===== config.mk =====
export PLATFORM = sky130hd
export DESIGN_NAME = compl1_reg
export DESIGN_NICKNAME = d
export VERILOG_FILES = /design/src/rtl/compl1_reg.sv
export SDC_FILE = /design/constraint.sdc
export NUM_CORES = 1
export LEC_CHECK = 0
export CELL_PAD_IN_SITES_DETAIL_PLACEMENT = 1
export CELL_PAD_IN_SITES_GLOBAL_PLACEMENT = 2
export CORE_MARGIN = 2
export CORE_UTILIZATION = 20
export CTS_CLUSTER_DIAMETER = 50
export DETAILED_ROUTE_END_ITERATION = 6
export MAX_ROUTING_LAYER = met4
export PLACE_DENSITY = 0.83
export RECOVER_POWER = 50
export SYNTH_ARGS = -nofsm -noshare
export SYNTH_HDL_FRONTEND = slang
export SYNTH_SLANG_ARGS = --single-unit

===== constraint.sdc =====
create_clock -name clk -period 1.25 [get_ports clk]
set_clock_uncertainty 0.2 [all_clocks]
set_input_delay 0.25 -clock clk [delete_from_list [all_inputs] [get_ports clk]]
set_output_delay 0.25 -clock clk [all_outputs]
set_load 0.05 [all_outputs]

===== src/rtl/compl1_reg.sv =====
// compl1_reg: registered one's-complement stage with a fixed-latency,
// valid-tagged pipeline carrying zero, negative-zero and sign flags.
// Supplies the B operand (optionally inverted) to the ALU adder.
module compl1_reg #(
    parameter int unsigned WIDTH  = 4,
    parameter int unsigned STAGES = 1
) (
    input  logic             clk,
    input  logic             rst,
    input  logic             in_valid,
    input  logic [WIDTH-1:0] ent,
    input  logic             cpl,
    output logic             out_valid,
    output logic [WIDTH-1:0] sal,
    output logic             zero,
    output logic             neg_zero,
    output logic             sign
);

    // Flag bit positions within each stage's flag field.
    localparam int unsigned F_ZERO = 2;
    localparam int unsigned F_NEGZ = 1;
    localparam int unsigned F_SIGN = 0;

    logic [WIDTH-1:0] result;
    logic [2:0]       result_flags;

    logic [STAGES-1:0]            vld;
    logic [STAGES-1:0][WIDTH-1:0] dat;
    logic [STAGES-1:0][2:0]       flg;

    // Stage-1 result and its flags; flags then travel with the data.
    always_comb begin
        result                       = cpl ? ~ent : ent;
        result_flags                 = '0;
        result_flags[F_ZERO]         = (result == '0);
        result_flags[F_NEGZ]         = (result == '1);
        result_flags[F_SIGN]         = result[WIDTH-1];
    end

    // First stage: valid follows in_valid; payload loads only on a valid input.
    always_ff @(posedge clk) begin
        if (rst) begin
            vld[0] <= 1'b0;
            dat[0] <= '0;
            flg[0] <= '0;
        end else begin
            vld[0] <= in_valid;
            if (in_valid) begin
                dat[0] <= result;
                flg[0] <= result_flags;
            end
        end
    end

    // Later stages: valid shifts every cycle; payload loads only behind a valid,
    // so the output holds the last valid result through bubbles.
    for (genvar g = 1; g < STAGES; g++) begin : g_stage
        always_ff @(posedge clk) begin
            if (rst) begin
                vld[g] <= 1'b0;
                dat[g] <= '0;
                flg[g] <= '0;
            end else begin
                vld[g] <= vld[g-1];
                if (vld[g-1]) begin
                    dat[g] <= dat[g-1];
                    flg[g] <= flg[g-1];
                end
            end
        end
    end

    assign out_valid = vld[STAGES-1];
    assign sal       = dat[STAGES-1];
    assign zero      = flg[STAGES-1][F_ZERO];
    assign neg_zero  = flg[STAGES-1][F_NEGZ];
    assign sign      = flg[STAGES-1][F_SIGN];

endmodule


==> run summary <==
antenna violation net count after detailed routing - 0
WP buf/inv - 1
power density over the cells - 1090 mW/mm²
worst r2r src - sal[2]$_SDFFE_PP0P_
adder-cell share of the synthesized area - 0
dpl cells - 69
mux contribution to synthesized area - 0
DRC - 0
top cell type's share of synthesized area - 0.439
most common library cells after synthesis - dfxtp_1, nor2_1, a211oi_1, xnor2_1
number of hold violations in the final report - 0
final wirelength - 759 µm
Synth Warn # - 0
fin crit share - 0.969
critical path class - reg2out
EDFF count, synth - 0
element type at the critical path start - register
maximum vdd drop - 0.000607 V
drt wl/cell - 10.4 µm
Post-DP HPWL - 617 µm
DR vias - 323
Root Driver - clkbuf_4
Placer Congestion - 0.685
PortBufs - 15
Via density - 4.42
Synth Area per Inst - 9.67 µm²
Post-Syn Nets - 41
# diodes - 0
slowest stage delay, CP - 0.37 ns
die width - 43.9 µm
setup violators final - 0
fin. max-slew vios - 0
Post-CTS Hold Fix Bufs - 0
Crit-path slowest cell - dfxtp_4
Syn-to-layout area delta - 102%
clk sinks - 7
mapped cell area - 319 µm²
async set-reset flop share out of synthesis - 0
share of cells above drive strength 1 - 0.474
Main synth FF type - dfxtp_1
post-synthesis xor/xnor area fraction - 0.110
critical path startpoint - flg[0]$_SDFFE_PP0P_
Starting Density - 0.212
first-pass GRT wire length - 1240 µm
CTS clock-pin slew for the worst setup and hold paths - 0.05 ns
Worst slew margin - 0.808
Post-CTS Setup Inserts - 0
largest net degree at the start of global routing - 8
GR Util All Layers - 0.0965
outcome - finished clean
Synth Area in Compound Gates - 0.133
initial antenna violation count - 0
worst hold margin - 0.260 ns
H-tree levels - 1
Critical Path, Cell by Cell - buf_12
Core Area - 0.00151 mm²
min cycle time layout - 1.21 ns
f_max - 826 MHz
die height - 43.9 µm
WP data required - 0.80 ns
Largest delay share family, worst path - flip-flops
Pre-antenna DRT Iters - 4
row cnt - 14
Synth area leaders - dfxtp_1, xnor2_1, a211oi_1, nor2_1, nor4_4
CP arrival - 0.76 ns
most common cell in the netlist - dfxtp_1
RSZ-0062 raised after global routing - false
maximum clock path buffer count - 2
Hold/Removal Path Class - in2reg
vias in the first global route - 293
DR iter-0 viols - 1
CTS tree - done
area of the die - 0.00193 mm²
CP Max Fanout - 3
Hold Crit Start - in_valid
sequential fraction of the synthesis area - 0.439
GR Overflow Total - 0
Mapped Cells - 33
Synth Area in Simple Gates - 0.263
Worst Setup End Kind - primary output
CTS buffer count - 3
IO Pins - 16
Clk Latency, worst-skew pair - 0.25 ns
max-cap viol count - 0
# nets final - 66
#FFs+latches synth - 7
synth unique cells - 14
area leader, netlist - dfxtp_1
worst slew pin tran - 0.288 ns
leak pwr - 0.263 nW
Final Non-Filler Cells - 73
largest family of logic cells by synthesized area - simple AND/OR/NAND/NOR gates
## worst register-to-register path, stage by stage, from the launching register on
cell	delay, ns
dfxtp_2	0.35
nor2_1	0.05
a211oi_1	0.22
## registers in the layout, indices dropped and copies added (netlist names)
register	flops
flg	3
sal	3
out_valid	1
## cell usage in the layout (no fill, tap or decap), drive strengths merged
cell type / netlist / routed
nand2: 1 / 1
buf: 3 / 16
o22ai: 2 / 2
and4: 1 / 1
dfxtp: 7 / 7
a211oi: 4 / 4
dlygate4sd3: 0 / 1
nor3: 2 / 2
nor2b: 1 / 1
nand2b: 1 / 1
clkbuf: 0 / 4
xnor2: 4 / 4
nor2: 6 / 6
dlygate4sd2: 0 / 6
nor4: 1 / 1
## per-layer routing
metal  wire length [µm]  global-route usage  vias up
li1                   -                   -      163
met3                 48              0.0250        4
met4                 31              0.0909        0
met2                350               0.135       14
met1                329               0.109      142
met5                  0                   -        -
## layout make-up
type                            instances  area, µm²
Multi-Input combinational cell         23        161
Fill cell                             169        862
Timing Repair Buffer                   23        287
Sequential cell                         7        150
Tap cell                               16       20.0
Clock buffer                            4       26.3
## kinds of logic after synthesis
kind of cell | Yosys count
compound gates | 6
xor+xnor | 4
buf+inv | 3
flops | 7
simple gates | 13
## repair_timing
| action | CTS | global route |
|---|---|---|
| gates resized for setup | 8 | 5 |
| setup endpoints to repair | 6 | 6 |
| pin swaps | 1 | 0 |
## where the power goes
group	internal [mW]	switching, mW
Sequential	0.242	0.0187
Combinational	0.121	0.113
Clock	0.122	0.0866
Total	0.485	0.219
## per-stage QoR
stage / setup TNS, ns / total power, mW / util / setup WS, ns / area [µm²]
2_1_floorplan: 0 / 0.366 / - / 0.0706 / 320
3_3_place_gp: -1.94 / 0.501 / 0.407 / -0.325 / 613
3_5_place_dp: -2.07 / 0.505 / 0.407 / -0.352 / 613
6_report: 0 / 0.704 / 0.428 / 0.0392 / 644
5_1_grt: 0 / 0.748 / 0.428 / 0.00819 / 644
4_1_cts: 0 / 0.715 / 0.423 / 0.00705 / 637
## final timing paths
check | end | cells after the start | slack, ns
worst max register to register | sal[2]$_SDFFE_PP0P_ | 2 | 0.33
worst min register to register | flg[1]$_SDFFE_PP0P_ | 2 | 0.30
worst min-delay path | flg[0]$_SDFFE_PP0P_ | 2 | 0.26
worst max-delay path | sign | 1 | 0.04
(Power assumes the default switching activity.)
==> patch 1 (same flow settings) <==
Set the parameter `WIDTH` to 5 (it was 4).
--- a/src/rtl/compl1_reg.sv
+++ b/src/rtl/compl1_reg.sv
@@ -2,7 +2,7 @@
 // valid-tagged pipeline carrying zero, negative-zero and sign flags.
 // Supplies the B operand (optionally inverted) to the ALU adder.
 module compl1_reg #(
-    parameter int unsigned WIDTH  = 4,
+    parameter int unsigned WIDTH  = 5,
     parameter int unsigned STAGES = 1
 ) (
     input  logic             clk,
Interface: changed (resized ent and sal); port bits go from 16 to 18. No check against the original RTL was run, so the function may have changed too.
==> patch 1 against the unedited design <==
- area after synthesis up 21%
- combinational power up 13%
- sequential cell count rose by 1
- power rose by 6.6%
- sequential power is 13% higher
- core utilization up 0.98 points
- routed wire length grew 29%
- maximum frequency rose by 0.16%
- final area grew 20%
- largest power group unchanged
- setup slack better by 0.0020 ns
- largest cell class unchanged
- global-route usage increased by 1.6 points
- count of clock-buffer cells in the layout fell by 1
==> patch 1: results (changes against the unedited design) <==
{
  "largest_reg_flops": 4,
  "clk_root_buffer_cell": "clkbuf_4",
  "first_global_vias": {"value": 417, "change": "+42%"},
  "clock_insertion_delay_worst_skew_ns": 0.24,
  "wl": {"value": 981, "unit": "um", "change": "+29%"},
  "power.static_leakage": {"value": 0.000317, "unit": "uW", "change": "+20%"},
  "drtIter0Drc": {"value": 4, "change": "+3"},
  "rr_endpoint": "flg[2]",
  "yosysUniqueCellTypes": {"value": 16, "change": "+2"},
  "synth-seq-area-share": {"value": 41.6, "unit": "%", "change": "-2.4 points"},
  "wl_met1": {"value": 364, "unit": "um", "change": "+11%"},
  "layout-drive-gt1-share": {"value": 62.3, "unit": "%", "change": "+15 points"},
  "path_max_fanout": {"value": 3, "change": "unchanged"},
  "r2r-start": "flg[2]",
  "use_met1": {"value": 10.8, "unit": "%", "change": "-0.12 points"},
  "hold_path_depth": {"value": 3, "change": "+1"},
  "place_inst": {"value": 91, "change": "+32%"},
  "crit_family": "flip-flops",
  "grt.met3_usage": {"value": 2.26, "unit": "%", "change": "-0.24 points"},
  "dp_hpwl": {"value": 820, "unit": "um", "change": "+33%"},
  "reg2regPathDepth": {"value": 2, "change": "unchanged"},
  "worst_pin_slew": {"value": 0.353, "unit": "ns", "change": "+0.0658 ns"},
  "run_status": "finished clean",
  "finish.cell_count_without_fillers": {"value": 94, "change": "+29%"},
  "vdd_ir_drop_max": {"value": 340, "unit": "uV", "change": "-44%"},
  "post_synth_main_area_contributors": "dfxtp_1, xnor2_1, a211oi_1",
  "antennaDiodeCount": {"value": 0, "change": "unchanged"},
  "htree_num_levels": {"value": 1, "change": "unchanged"},
  "timing.critical_path.arrival": {"value": 0.76, "unit": "ns", "change": "about the same"},
  "synth_common_cells": "dfxtp_1, nor2_1, a211oi_1, xnor2_1, nand3_1",
  "nNetsFinal": {"value": 80, "change": "+21%"},
  "last_weighted_congestion_value_of_the_routability_driven_placer": {"value": 0.663, "change": "-3.2%"},
  "grt_util_met2": {"value": 19.7, "unit": "%", "change": "+6.2 points"},
  "worst_hold_path.endpoint": "sal[0]",
  "synthesized_netlist_cell_count": {"value": 41, "change": "+24%"},
  "drt-vias-per-instance": {"value": 4.28, "change": "-3.3%"},
  "wl_met2": {"value": 544, "unit": "um", "change": "+55%"},
  "place.port_buffers": {"value": 17, "change": "+2"},
  "detailedRoute.firstPassIterationCount": {"value": 2, "change": "-2"},
  "cts_post_setup_buffers_inserted": {"value": 0, "change": "unchanged"},
  "ys.warnings.count": {"value": 0, "change": "unchanged"},
  "wl_met3": {"value": 43, "unit": "um", "change": "-10%"},
  "mappedNetlistNets": {"value": 50, "change": "+22%"},
  "grt_util_all_layers": {"value": 11.3, "unit": "%", "change": "+1.6 points"},
  "grt_start_max_net_pins": {"value": 10, "change": "+2"},
  "clockBufferDepth": {"value": 2, "change": "unchanged"},
  "global_route_wire_length_before_repair": {"value": 1680, "unit": "um", "change": "+35%"}
}
patch 1: power breakdown:
group / internal (uW) / switching [uW] / total [uW]
Sequential: 276 / 19.7 / 296
Combinational: 134 / 132 / 265
Clock: 109 / 79.8 / 189
patch 1: cell type report:
cell class	instances	area (um^2)
sequential	8	171
timing repair buffer	29	325
clock buffer	3	22.5
multi-input combinational	28	215
tap	25	31.3
fill	216	992
inverter	1	6.26
patch 1: timing repair:
action,CTS,global route
resized for setup,10,16
pin swaps,0,0
cloned,0,0
setup endpoints to repair,9,13
patch 1: how the worst max path moves through the flow:
| stage | from | to | slack [ns] |
|---|---|---|---|
| after floorplan | cpl | flg[1] | 0.008 |
| after global placement | ent[3] | flg[1] | -0.48 |
| after detailed placement | cpl | flg[2] | -0.51 |
| after CTS | flg[2] | zero | 0.003 |
| after global routing | ent[0] | flg[2] | 0.002 |
| final | flg[0] | sign | 0.04 |
patch 1: cells by family (layout without fill, tap and decap cells):
group,after synthesis,after routing,share of synthesized area [%]
AND/OR/NAND/NOR,16,16,20.8
flip-flops,8,8,41.6
buffers and inverters,5,33,8.77
AO/OA/AOI/OAI,7,7,17.5
XOR/XNOR,5,5,11.4
patch 1: worst min-delay path, stage by stage:
cell and delay, ns:
dlymetal6s2s_1 0.15, buf_6 0.15, a211oi_1 0.06
patch 1: stage by stage:
step	setup slack (ns)	hold WS, ns	setup TNS [ns]	instance area, um^2	utilization, %
floorplan	0.00782	0.233	0	395	-
global placement	-0.477	0.312	-2.49	741	42.0
detailed placement	-0.510	0.323	-2.71	741	42.0
CTS	0.00341	0.330	0	773	43.8
global route	0.00155	0.220	0	772	43.8
finish	0.0412	0.204	0	772	43.8
==> patch 2 (same settings) <==
Without the edit above. Put a register stage on the outputs `out_valid`, `sal`, `zero`, `neg_zero` and `sign`, cleared by the reset. The values now appear one clock later.
--- a/src/rtl/compl1_reg.sv
+++ b/src/rtl/compl1_reg.sv
@@ -71,11 +71,21 @@
         end
     end
 
-    assign out_valid = vld[STAGES-1];
-    assign sal       = dat[STAGES-1];
-    assign zero      = flg[STAGES-1][F_ZERO];
-    assign neg_zero  = flg[STAGES-1][F_NEGZ];
-    assign sign      = flg[STAGES-1][F_SIGN];
+    always_ff @(posedge clk) begin
+        if (rst) begin
+            out_valid <= '0;
+            sal       <= '0;
+            zero      <= '0;
+            neg_zero  <= '0;
+            sign      <= '0;
+        end else begin
+            out_valid <= vld[STAGES-1];
+            sal       <= dat[STAGES-1];
+            zero      <= flg[STAGES-1][F_ZERO];
+            neg_zero  <= flg[STAGES-1][F_NEGZ];
+            sign      <= flg[STAGES-1][F_SIGN];
+        end
+    end
 
 endmodule
 
Behaviour: not the same (Yosys sat finds a counterexample within 4 cycles, from zero or initial values and one cycle with rst high).
==> patch 2 against the unedited design <==
- final area rose by 38%
- maximum frequency fell by 2.3%
- setup slack got worse by 0.028 ns
- routed wire length rose by 70%
- count of clock-buffer cells in the layout did not move
- sequential cell count rose by 7
- via count rose by 29%
- power rose by 42%
- area after synthesis rose by 58%
==> patch 2: results (changes against the unedited design) <==
{
  "layout-drive-gt1-share": {"value": 51.4, "unit": "%", "change": "+4.0 points"},
  "r2r-start": "flg[1]",
  "rr_endpoint": "flg[1]",
  "min-delay-path-class": "in2reg",
  "synth_common_cells": "dfxtp_1, nor2b_1, a211oi_1, nor2_1, xnor2_1",
  "grt_start_max_net_pins": {"value": 10, "change": "+2"},
  "antennaDiodeCount": {"value": 0, "change": "unchanged"},
  "grt_util_all_layers": {"value": 11.9, "unit": "%", "change": "+2.2 points"},
  "last_weighted_congestion_value_of_the_routability_driven_placer": {"value": 0.678, "change": "-1.0%"},
  "route.top_layer_used": "met3",
  "detail_route.wl_per_cell": {"value": 12.6, "unit": "um", "change": "+22%"},
  "timing.critical_path.arrival": {"value": 0.79, "unit": "ns", "change": "+0.03 ns"},
  "use_met1": {"value": 9.73, "unit": "%", "change": "-1.2 points"},
  "synth-seq-area-share": {"value": 55.7, "unit": "%", "change": "+12 points"},
  "detailedRoute.firstPassIterationCount": {"value": 1, "change": "-3"},
  "clockBufferDepth": {"value": 2, "change": "unchanged"},
  "first_global_vias": {"value": 489, "change": "+67%"},
  "clkSlewWorstSetupHoldPaths": {"value": 0.08, "unit": "ns", "change": "+0.03 ns"},
  "pre_cts_slack": {"value": -0.670, "unit": "ns", "change": "-0.318 ns"},
  "timing.final.crit_share": {"value": 99.1, "unit": "%", "change": "+2.3 points"},
  "synth-async-reset-ratio": {"value": 0, "unit": "%", "change": "unchanged"},
  "finish.cell_count_without_fillers": {"value": 102, "change": "+40%"},
  "crit_end": "sal[3]",
  "vdd_ir_drop_max": {"value": 467, "unit": "uV", "change": "-23%"},
  "wl_met3": {"value": 47, "unit": "um", "change": "-2.1%"},
  "drtIter0Drc": {"value": 0, "change": "-1"},
  "run_status": "finished clean",
  "wl_met1": {"value": 419, "unit": "um", "change": "+27%"},
  "cts_post_setup_buffers_inserted": {"value": 1, "change": "+1"},
  "fill_cells": {"value": 278, "change": "+64%"},
  "cts_repair_resize_count": {"value": 33, "change": "+25"},
  "detailroute.via_count": {"value": 417, "change": "+29%"},
  "nNetsFinal": {"value": 81, "change": "+23%"},
  "grt_util_met2": {"value": 24.5, "unit": "%", "change": "+11 points"},
  "post_synth_main_area_contributors": "dfxtp_1, nor2b_1, a211oi_1",
  "global_route_wire_length_before_repair": {"value": 2300, "unit": "um", "change": "+85%"},
  "postLayoutCellArea": {"value": 890, "unit": "um^2", "change": "+38%"},
  "reg2reg_setup_slack": {"value": 0.24, "unit": "ns", "change": "-0.09 ns"},
  "worst_slew_margin_rel": {"value": 74.9, "unit": "%", "change": "-5.9 points"},
  "dp_hpwl": {"value": 917, "unit": "um", "change": "+49%"},
  "yosysUniqueCellTypes": {"value": 17, "change": "+3"},
  "mappedNetlistNets": {"value": 55, "change": "+34%"},
  "placed_inst_area": {"value": 813, "unit": "um^2", "change": "+33%"},
  "power.static_leakage": {"value": 0.000358, "unit": "uW", "change": "+36%"},
  "worstSetupStartpoint": "sal[3]",
  "min-delay-start": "rst"
}
## patch 2: where the power goes
group	internal, uW	switching [uW]	leakage, uW
Combinational	103	94.5	0.000219
Clock	177	145	0.0000210
Sequential	468	13.5	0.000118
## patch 2: final cells by class
class | instances | share of cell area [%]
clock buffer | 4 | 4.08
inverter | 1 | 0.422
multi-input combinational | 28 | 25.7
sequential | 14 | 32.8
tap | 30 | 4.22
timing repair buffer | 25 | 32.8
## patch 2: cells by family (layout without fill, tap and decap cells)
group / Yosys count / after routing / synth area share (%)
compound gates: 6 / 6 / 9.45
xor+xnor: 4 / 4 / 6.96
buf+inv: 5 / 30 / 5.97
flops: 14 / 14 / 55.7
mux: 1 / 1 / 2.24
simple gates: 17 / 17 / 19.7
## patch 2: worst min path at each step
stage,end,cells past startpoint,slack [ns]
after CTS,dat[2],4,0.16
after floorplan,neg_zero,1,0.13
after detailed placement,out_valid,1,0.24
after global placement,out_valid,1,0.23
final,vld,2,0.12
after global routing,zero,2,0.13
